--- src/rtl/picorv32_mem_arbiter_if.sv ---
// picorv32 native memory bus widened to N requesters: per-requester valid/instr/ready,
// packed addr/wdata/wstrb, and one shared rdata return path.
interface picorv32_mem_arbiter_if #(
    parameter int N = 1
);
    logic [N-1:0]    valid;
    logic [N-1:0]    instr;
    logic [32*N-1:0] addr;
    logic [32*N-1:0] wdata;
    logic [4*N-1:0]  wstrb;
    logic [N-1:0]    ready;
    logic [31:0]     rdata;

    modport master (
        output valid, instr, addr, wdata, wstrb,
        input  ready, rdata
    );

    modport slave (
        input  valid, instr, addr, wdata, wstrb,
        output ready, rdata
    );
endinterface

--- src/rtl/picorv32_mem_arbiter.sv ---
// Two-master arbiter for one picorv32 native memory port: one registered transfer in
// flight, round-robin or fixed priority, and a watchdog that force-completes stalled slaves.
module picorv32_mem_arbiter #(
    parameter int unsigned PRIORITY_MODE = 0,
    parameter int unsigned TIMEOUT       = 1024,
    parameter logic [31:0] TIMEOUT_RDATA = 32'hdead_beef
) (
    input  logic                   clk,
    input  logic                   reset,
    picorv32_mem_arbiter_if.slave  m_mem,
    picorv32_mem_arbiter_if.master s_mem,
    output logic                   err_timeout,
    output logic                   err_master
);
    localparam logic [1:0] IDLE = 2'd0;
    localparam logic [1:0] BUSY = 2'd1;
    localparam logic [1:0] RESP = 2'd2;

    localparam bit          FIXED_PRIO    = (PRIORITY_MODE != 0);
    localparam bit          WATCHDOG_EN   = (TIMEOUT != 0);
    localparam logic [15:0] WATCHDOG_LAST = (TIMEOUT == 0) ? 16'd0 : 16'(TIMEOUT - 1);

    logic [1:0]  state;
    logic        grant;
    logic        last_grant;
    logic [15:0] watchdog;
    logic        next_grant;
    logic [1:0]  grant_onehot;
    logic        timeout_hit;

    // A lone requester always wins; a tie goes to the master not served last, or to m0.
    always_comb begin
        // NOTE: every always_comb output gets a default first so no path can infer a latch.
        next_grant = 1'b0;
        case (m_mem.valid)
            2'b10:   next_grant = 1'b1;
            2'b11:   next_grant = FIXED_PRIO ? 1'b0 : ~last_grant;
            default: next_grant = 1'b0;
        endcase
    end

    assign grant_onehot = grant ? 2'b10 : 2'b01;
    assign timeout_hit  = WATCHDOG_EN && (watchdog == WATCHDOG_LAST);

    // NOTE: all state here uses <= so each register samples the pre-edge value of the others.
    always_ff @(posedge clk) begin
        if (reset) begin
            state       <= IDLE;
            grant       <= 1'b0;
            last_grant  <= 1'b1;
            watchdog    <= 16'd0;
            s_mem.valid <= 1'b0;
            s_mem.instr <= 1'b0;
            s_mem.addr  <= 32'd0;
            s_mem.wdata <= 32'd0;
            s_mem.wstrb <= 4'd0;
            m_mem.ready <= 2'b00;
            m_mem.rdata <= 32'd0;
            err_timeout <= 1'b0;
            err_master  <= 1'b0;
        end else begin
            case (state)
                IDLE: begin
                    if (|m_mem.valid) begin
                        grant       <= next_grant;
                        s_mem.valid <= 1'b1;
                        s_mem.instr <= m_mem.instr[next_grant];
                        s_mem.addr  <= m_mem.addr[{next_grant, 5'd0} +: 32];
                        s_mem.wdata <= m_mem.wdata[{next_grant, 5'd0} +: 32];
                        s_mem.wstrb <= m_mem.wstrb[{next_grant, 2'd0} +: 4];
                        state       <= BUSY;
                    end
                end

                BUSY: begin
                    // Saturate so a disabled watchdog never wraps back into range.
                    if (watchdog != 16'hffff) begin
                        watchdog <= watchdog + 16'd1;
                    end
                    if (s_mem.ready) begin
                        s_mem.valid <= 1'b0;
                        m_mem.rdata <= s_mem.rdata;
                        m_mem.ready <= grant_onehot;
                        last_grant  <= grant;
                        state       <= RESP;
                    end else if (timeout_hit) begin
                        s_mem.valid <= 1'b0;
                        m_mem.rdata <= TIMEOUT_RDATA;
                        m_mem.ready <= grant_onehot;
                        err_timeout <= 1'b1;
                        err_master  <= grant;
                        last_grant  <= grant;
                        state       <= RESP;
                    end
                end

                RESP: begin
                    // Requests are ignored here: the served master drops valid on this edge.
                    m_mem.ready <= 2'b00;
                    watchdog    <= 16'd0;
                    state       <= IDLE;
                end

                default: state <= IDLE;
            endcase
        end
    end
endmodule

--- src/flat_wrapper.sv ---
// flat-port wrapper written by rule: the top's interface ports become plain ports
module picorv32_mem_arbiter_flat 
#(
    parameter int unsigned PRIORITY_MODE = 0,
    parameter int unsigned TIMEOUT       = 1024,
    parameter logic [31:0] TIMEOUT_RDATA = 32'hdead_beef
)
  (clk, reset, err_timeout, err_master, m_mem_valid, m_mem_instr, m_mem_addr, m_mem_wdata, m_mem_wstrb, m_mem_ready, m_mem_rdata, s_mem_valid, s_mem_instr, s_mem_addr, s_mem_wdata, s_mem_wstrb, s_mem_ready, s_mem_rdata);
  picorv32_mem_arbiter_if #(.N(2)) m_mem_i ();
  picorv32_mem_arbiter_if #(.N(1)) s_mem_i ();
  input  logic clk;
  input  logic reset;
  output logic err_timeout;
  output logic err_master;
  input wire logic [$bits(m_mem_i.valid)-1:0] m_mem_valid;
  input wire logic [$bits(m_mem_i.instr)-1:0] m_mem_instr;
  input wire logic [$bits(m_mem_i.addr)-1:0] m_mem_addr;
  input wire logic [$bits(m_mem_i.wdata)-1:0] m_mem_wdata;
  input wire logic [$bits(m_mem_i.wstrb)-1:0] m_mem_wstrb;
  output wire logic [$bits(m_mem_i.ready)-1:0] m_mem_ready;
  output wire logic [$bits(m_mem_i.rdata)-1:0] m_mem_rdata;
  output wire logic [$bits(s_mem_i.valid)-1:0] s_mem_valid;
  output wire logic [$bits(s_mem_i.instr)-1:0] s_mem_instr;
  output wire logic [$bits(s_mem_i.addr)-1:0] s_mem_addr;
  output wire logic [$bits(s_mem_i.wdata)-1:0] s_mem_wdata;
  output wire logic [$bits(s_mem_i.wstrb)-1:0] s_mem_wstrb;
  input wire logic [$bits(s_mem_i.ready)-1:0] s_mem_ready;
  input wire logic [$bits(s_mem_i.rdata)-1:0] s_mem_rdata;
  assign m_mem_i.valid = m_mem_valid;
  assign m_mem_i.instr = m_mem_instr;
  assign m_mem_i.addr = m_mem_addr;
  assign m_mem_i.wdata = m_mem_wdata;
  assign m_mem_i.wstrb = m_mem_wstrb;
  assign m_mem_ready = m_mem_i.ready;
  assign m_mem_rdata = m_mem_i.rdata;
  assign s_mem_valid = s_mem_i.valid;
  assign s_mem_instr = s_mem_i.instr;
  assign s_mem_addr = s_mem_i.addr;
  assign s_mem_wdata = s_mem_i.wdata;
  assign s_mem_wstrb = s_mem_i.wstrb;
  assign s_mem_i.ready = s_mem_ready;
  assign s_mem_i.rdata = s_mem_rdata;
  picorv32_mem_arbiter #(.PRIORITY_MODE(PRIORITY_MODE), .TIMEOUT(TIMEOUT), .TIMEOUT_RDATA(TIMEOUT_RDATA)) u_core (.clk(clk), .reset(reset), .m_mem(m_mem_i), .s_mem(s_mem_i), .err_timeout(err_timeout), .err_master(err_master));
endmodule
--- config.mk ---
export PLATFORM = sky130hd
export DESIGN_NAME = picorv32_mem_arbiter_flat
export DESIGN_NICKNAME = d
export VERILOG_FILES = /design/src/rtl/picorv32_mem_arbiter_if.sv /design/src/rtl/picorv32_mem_arbiter.sv /design/src/flat_wrapper.sv
export SDC_FILE = /design/constraint.sdc
export NUM_CORES = 1
export LEC_CHECK = 0
export BUFFER_PORTS_ARGS = -buffer_cell sky130_fd_sc_hd__buf_4
export CAP_MARGIN = 5
export CELL_PAD_IN_SITES_DETAIL_PLACEMENT = 1
export CELL_PAD_IN_SITES_GLOBAL_PLACEMENT = 1
export CORE_MARGIN = 4
export CORE_UTILIZATION = 29
export DETAILED_ROUTE_END_ITERATION = 10
export PLACE_DENSITY_LB_ADDON = 0.25
export RECOVER_POWER = 25
export REMOVE_ABC_BUFFERS = 1
export SKIP_LAST_GASP = 1
export SYNTH_ARGS = -nofsm -noshare
export SYNTH_HDL_FRONTEND = slang
export SYNTH_SLANG_ARGS = --single-unit
--- constraint.sdc ---
create_clock -name clk -period 1.8 [get_ports clk]
set_input_delay 0.27 -clock clk [delete_from_list [all_inputs] [get_ports clk]]
set_output_delay 0.27 -clock clk [all_outputs]
set_load 0.005 [all_outputs]
* Word-level counts from Yosys, hierarchy flattened
Index checks and enable logic that the tools add are counted.
** Storage, ports and cells
- Bits in registers :: 126
- Input port bits :: 175
- Output and inout bits :: 106
- Logic and storage cells :: 62
** Operators by class
- Add/sub/neg operators :: 1
- Order comparisons :: 1
- Equal/unequal tests :: 9
- Shift operators :: 3
- Mux-type cells :: 21
- Bitwise logic cells :: 2
- Reduce and logical (&&, ||, !) cells :: 12
** Operators by type and width (count)
- $shiftx 64x7->32 :: 2
- $mux 32 :: 2
- $pmux 16 s2 :: 1
- $add 16x1->16 const B :: 1
- $eq 16x10->1 const B :: 1
- $mux 16 :: 1
- $ne 16x16->1 const B :: 1
- $mux 2 :: 6
- $reduce_and 2->1 :: 5
- $pmux 2 s2 :: 2
- $shiftx 8x4->4 :: 1
- $mux 1 :: 7
- $eq 2x2->1 const B :: 3
- $reduce_and 3->1 :: 2
- $reduce_bool 2->1 :: 3
- $ne 2x1->1 const B :: 2
- $pmux 1 s2 :: 2
- $ne 3x2->1 const B :: 1
- $eq 2x1->1 const B :: 1
- $logic_not 2->1 :: 1
- $lt 1x2->1 const B :: 1
- $not 1->1 :: 2
- $reduce_or 2->1 :: 1

* Logic depth before layout (Yosys ltp)
- Word-level depth :: 4
- Gate-level depth with buffers :: 8
- Depth with buffers taken out :: 7

* Least setup slack after synthesis
OpenSTA, ideal clock, no wires.
- Path type :: reg-to-reg
- Start :: register u_core.watchdog[0]
- End :: register u_core.m_mem.rdata[10]
- Setup time :: 78 ps
- Arrival time :: 1719 ps
- Data required time :: 1722 ps
- Slack :: 3 ps
- Cell stages (with the launch flop) :: 9
- Path buffers :: 2
- Clock period less this slack :: 1797 ps
- Cells stage by stage :: dfxtp_1 -> ha_1 -> buf_2 -> nor3b_1 -> nand4_2 -> a21boi_2 -> buf_4 -> nor2_1 -> nor3_1
** Between the ends
- Word-level cells in the longest chain between the ends :: 3
** Ends and longest elaborated chain
- start, declared :: RTL line picorv32_mem_arbiter.sv:26 : logic [15:0] watchdog;
- start signal, assigned :: RTL line picorv32_mem_arbiter.sv:78 : watchdog <= watchdog + 16'd1;
- $eq 16x10->1 :: RTL line picorv32_mem_arbiter.sv:43 : assign timeout_hit = WATCHDOG_EN && (watchdog == WATCHDOG_LAST);
- $reduce_bool 2->1 (no line)
- $reduce_and 2->1 (no line)
- end, declared :: RTL line picorv32_mem_arbiter_if.sv:21 : output ready, rdata
No other way between the ends.
A chain may end at the register's enable or synchronous reset.

* Worst setup path in the final report
- Start :: register u_core.watchdog[0]
- End :: register u_core.watchdog[6]
** Between the ends
- Word-level cells in the longest chain between the ends :: 3
** Ends and longest elaborated chain (RTL line)
- $add 16x1->16 or $ne 16x16->1 (tied branches) :: picorv32_mem_arbiter.sv:78, picorv32_mem_arbiter.sv:77
- $mux 16 or $ne 2x1->1 (tied branches)
- $pmux 16 s2 or $reduce_and 2->1 (tied branches)
Parallel ways exist; a longest one is shown, timed or not. The select of a mux whose other input is x is not followed.

==> metrics.csv <==
metric,value,unit
dpl.hpwl,14.84,mm
num_vias,5471,
whs,97.82,ps
hold_violations,0,
arrival,2080,ps
outcome,"finished, final reports clean",
power.leakage,3.711,nW
min_period,1726,ps
die_w,145.5,um
required,2150,ps
finalPower,9.288,mW
fmax,579.3,MHz
wl_met2,9.860,mm
syn_to_final_growth,57.19,%
startpoint_type,flop,
switching_share,0.3123,
synthCells,611,
diodes,0,
die_area,0.02117,mm^2
grt_max_degree,58,
ios,281,
cp_slowest_cell,or4_1,
seq_area_frac_synth,0.4601,
drv_cap,0,
synth.distinct_cells,45,
peakVddDrop,0.0007124,V
power_density,1078,mW/mm^2
met1_length,7.844,mm
clkSlewWorstSetupHoldPaths,60,ps
slowest_delay,480,ps
fin_nets,1078,
fp-row-count,50,
wl_per_cell,16.91,um
crit_start,u_core.watchdog[0]$_SDFFE_PP0P_,
overflow,0,
dieHeight,145.5,um
wl,19.35,mm
fin_crit_sh,0.9590,
core-area,0.01864,mm^2
pwr-share-clk,0.340,
htreeDepth,4,
gp_congestion,0.7852,
drtPass1Iterations,4,
grt_pass1_vias,5716,
crit_chain,ha_2 -> buf_4 -> and4_4 -> and3_4 -> or4_1 -> a21oi_2,
syn_area_per_cell,8.973,um^2
cts_buffers,17,
cts.sinks,126,
port_buffers,280,
p_comb_frac,0.284,
antenna_found_initial,0,
yosys_warnings,0,
drv_slew,0,
clock_latency,420,ps
finalSetupViolCount,0,
ctsLongestPathBuffers,2,
cts_root_buf,clkbuf_16,
internal_power,6.387,mW
drtIter0Drc,184,
hp-class,input pin to flop,
rsz0062_at_grt,yes,
criticalPathCategory,flop to flop,
cp_top_family,simple AND/OR/NAND/NOR gates,
p_seq_frac,0.376,
hp-start,s_mem_rdata[29],
start_util,0.2941,
cts_hold_buffers,0,
skew,8.088,ps
ant_nets,0,
critPathMaxFanout,8,
relSlewSlack,0.7497,
final_layout_size_suffix_gt1_frac,0.3813,
grt.total_usage,0.1785,
nFillCells,2198,
switchingPower,2.901,mW
cts_tree,done,
tightest_slew,374.6,ps
syn_area,0.005483,mm^2
ys.flop_type,dfxtp_1,
grt_pass1_wl,30.44,mm
remaining_drc_errors,0,
cp_num_buf_inv,1,
ys_ff_latch,126,
rr_startpoint,u_core.watchdog[0]$_SDFFE_PP0P_,
end_kind,flop,
vias_per_cell,4.782,
dr.max_layer_used,met4,
synthArstFlopShare,0,
synth-edff-count,0,
routed-wl-met3,1.290,mm
-- stage by stage --
| stage | cell area (um^2) | instances | utilization | setup slack, ps | TNS (ps) |
|---|---|---|---|---|---|
| finish | 8618 | 1144 | 0.4623 | 73.88 | 0 |
| global route | 8618 | 1144 | 0.4623 | -52.75 | -255.5 |
| CTS | 8645 | 1143 | 0.4637 | 17.42 | 0 |
| detailed placement | 8084 | 1111 | 0.4336 | -14.86 | -25.44 |
| global placement | 8084 | 1111 | 0.4336 | 79.46 | 0 |
| floorplan | 5255 | 560 | - | -6603 | -469080 |
-- cell usage in the layout, fill, tap and decap left out, drive strengths merged, types with 2 or more instances in the layout --
cell type,netlist,routed
clkinvlp,0,4
nand3,9,9
xnor2,6,6
a22oi,8,8
a21oi,17,17
a41oi,2,2
clkbuf,35,74
nor2b,3,3
o21a,2,2
ha,6,6
nand2,14,14
a21boi,2,2
buf,16,262
clkinv,0,6
and4,4,4
and3,2,2
nor4,4,4
nor3b,4,4
nor2,140,140
or4,2,2
nand4,9,9
inv,4,8
nor3,27,27
a211oi,70,70
dfxtp,126,126
nand3b,2,2
o21ai,9,9
and2,5,5
mux2i,72,72
o211ai,2,2
-- worst paths after layout --
kind / endpoint / slack [ps] / cells past startpoint
min reg2reg: u_core.err_timeout$_SDFFE_PP0P_ / 480 / 2
max: u_core.watchdog[6]$_SDFFE_PP0P_ / 70 / 6
min: u_core.m_mem.rdata[29]$_SDFFE_PP0P_ / 100 / 3
max reg2reg: u_core.watchdog[6]$_SDFFE_PP0P_ / 70 / 6
-- what timing repair did --
action / in CTS / in global routing
pin swaps: 0 / 4
buffers inserted: 0 / 1
resized for setup: 3 / 18
endpoints found under the setup margin: 3 / 37
-- synth_stat cells, types with 3 or more instances --
master | n | area share
a211oi_1 | 70 | 0.096
a21oi_1 | 17 | 0.016
a22oi_1 | 8 | 0.011
and2_1 | 5 | 0.0057
and4_1 | 3 | 0.0048
buf_1 | 3 | 0.0021
buf_2 | 8 | 0.0073
buf_4 | 3 | 0.0041
clkbuf_1 | 35 | 0.024
dfxtp_1 | 126 | 0.46
ha_1 | 6 | 0.014
inv_1 | 4 | 0.0027
mux2i_1 | 72 | 0.13
nand2_1 | 14 | 0.0096
nand3_1 | 9 | 0.0082
nand4_1 | 8 | 0.0091
nor2_1 | 140 | 0.096
nor2b_1 | 3 | 0.0034
nor3_1 | 27 | 0.025
nor3b_1 | 4 | 0.0055
nor4_1 | 4 | 0.0046
o21ai_0 | 8 | 0.0073
xnor2_1 | 6 | 0.0096
-- cell type report --
cell class / count / area (um^2) / share of cell area
tap: 234 / 292.8 / 0.03397
inverter: 4 / 15.01 / 0.001742
timing repair buffer: 318 / 2427 / 0.2816
clock inverter: 14 / 110.1 / 0.01278
clock buffer: 18 / 439.2 / 0.05096
sequential: 126 / 2522 / 0.2927
multi-input combinational: 430 / 2811 / 0.3262
-- tightest hold or removal path: stages --
cell and delay [ps]:
buf_4 80, a22oi_1 50, nor2_1 70
-- power groups by stage --
stage,combinational (mW),sequential (mW),clock (mW)
detailed placement,2.76,3.56,0
finish,2.64,3.49,3.16
global route,2.91,3.56,3.39
global placement,2.72,3.54,0
floorplan,1.26,3.56,0
CTS,2.77,3.50,3.26
-- state kept, by name, indices dropped and copies added, names as in the netlist --
register / flops
u_core.s_mem.instr: 1
u_core.s_mem.wstrb: 4
u_core.s_mem.wdata: 32
u_core.last_grant: 1
u_core.err_master: 1
u_core.m_mem.ready: 2
u_core.grant: 1
u_core.err_timeout: 1
u_core.watchdog: 16
u_core.state: 2
u_core.s_mem.addr: 32
u_core.s_mem.valid: 1
u_core.m_mem.rdata: 32
-- cells by family after synthesis --
kind of cell,share of synthesized area
simple gates,0.1903
flops,0.4601
compound gates,0.1506
mux,0.1314
buf+inv,0.04427
xor+xnor,0.009585
fa+ha+maj,0.01369
-- routing by layer --
layer	track usage	vias to the layer above
met5	0	-
met4	0.05556	0
met3	0.05979	22
met2	0.3129	172
met1	0.2062	2519
li1	-	2758
Note: power is estimated with default switching activity, not from simulation.
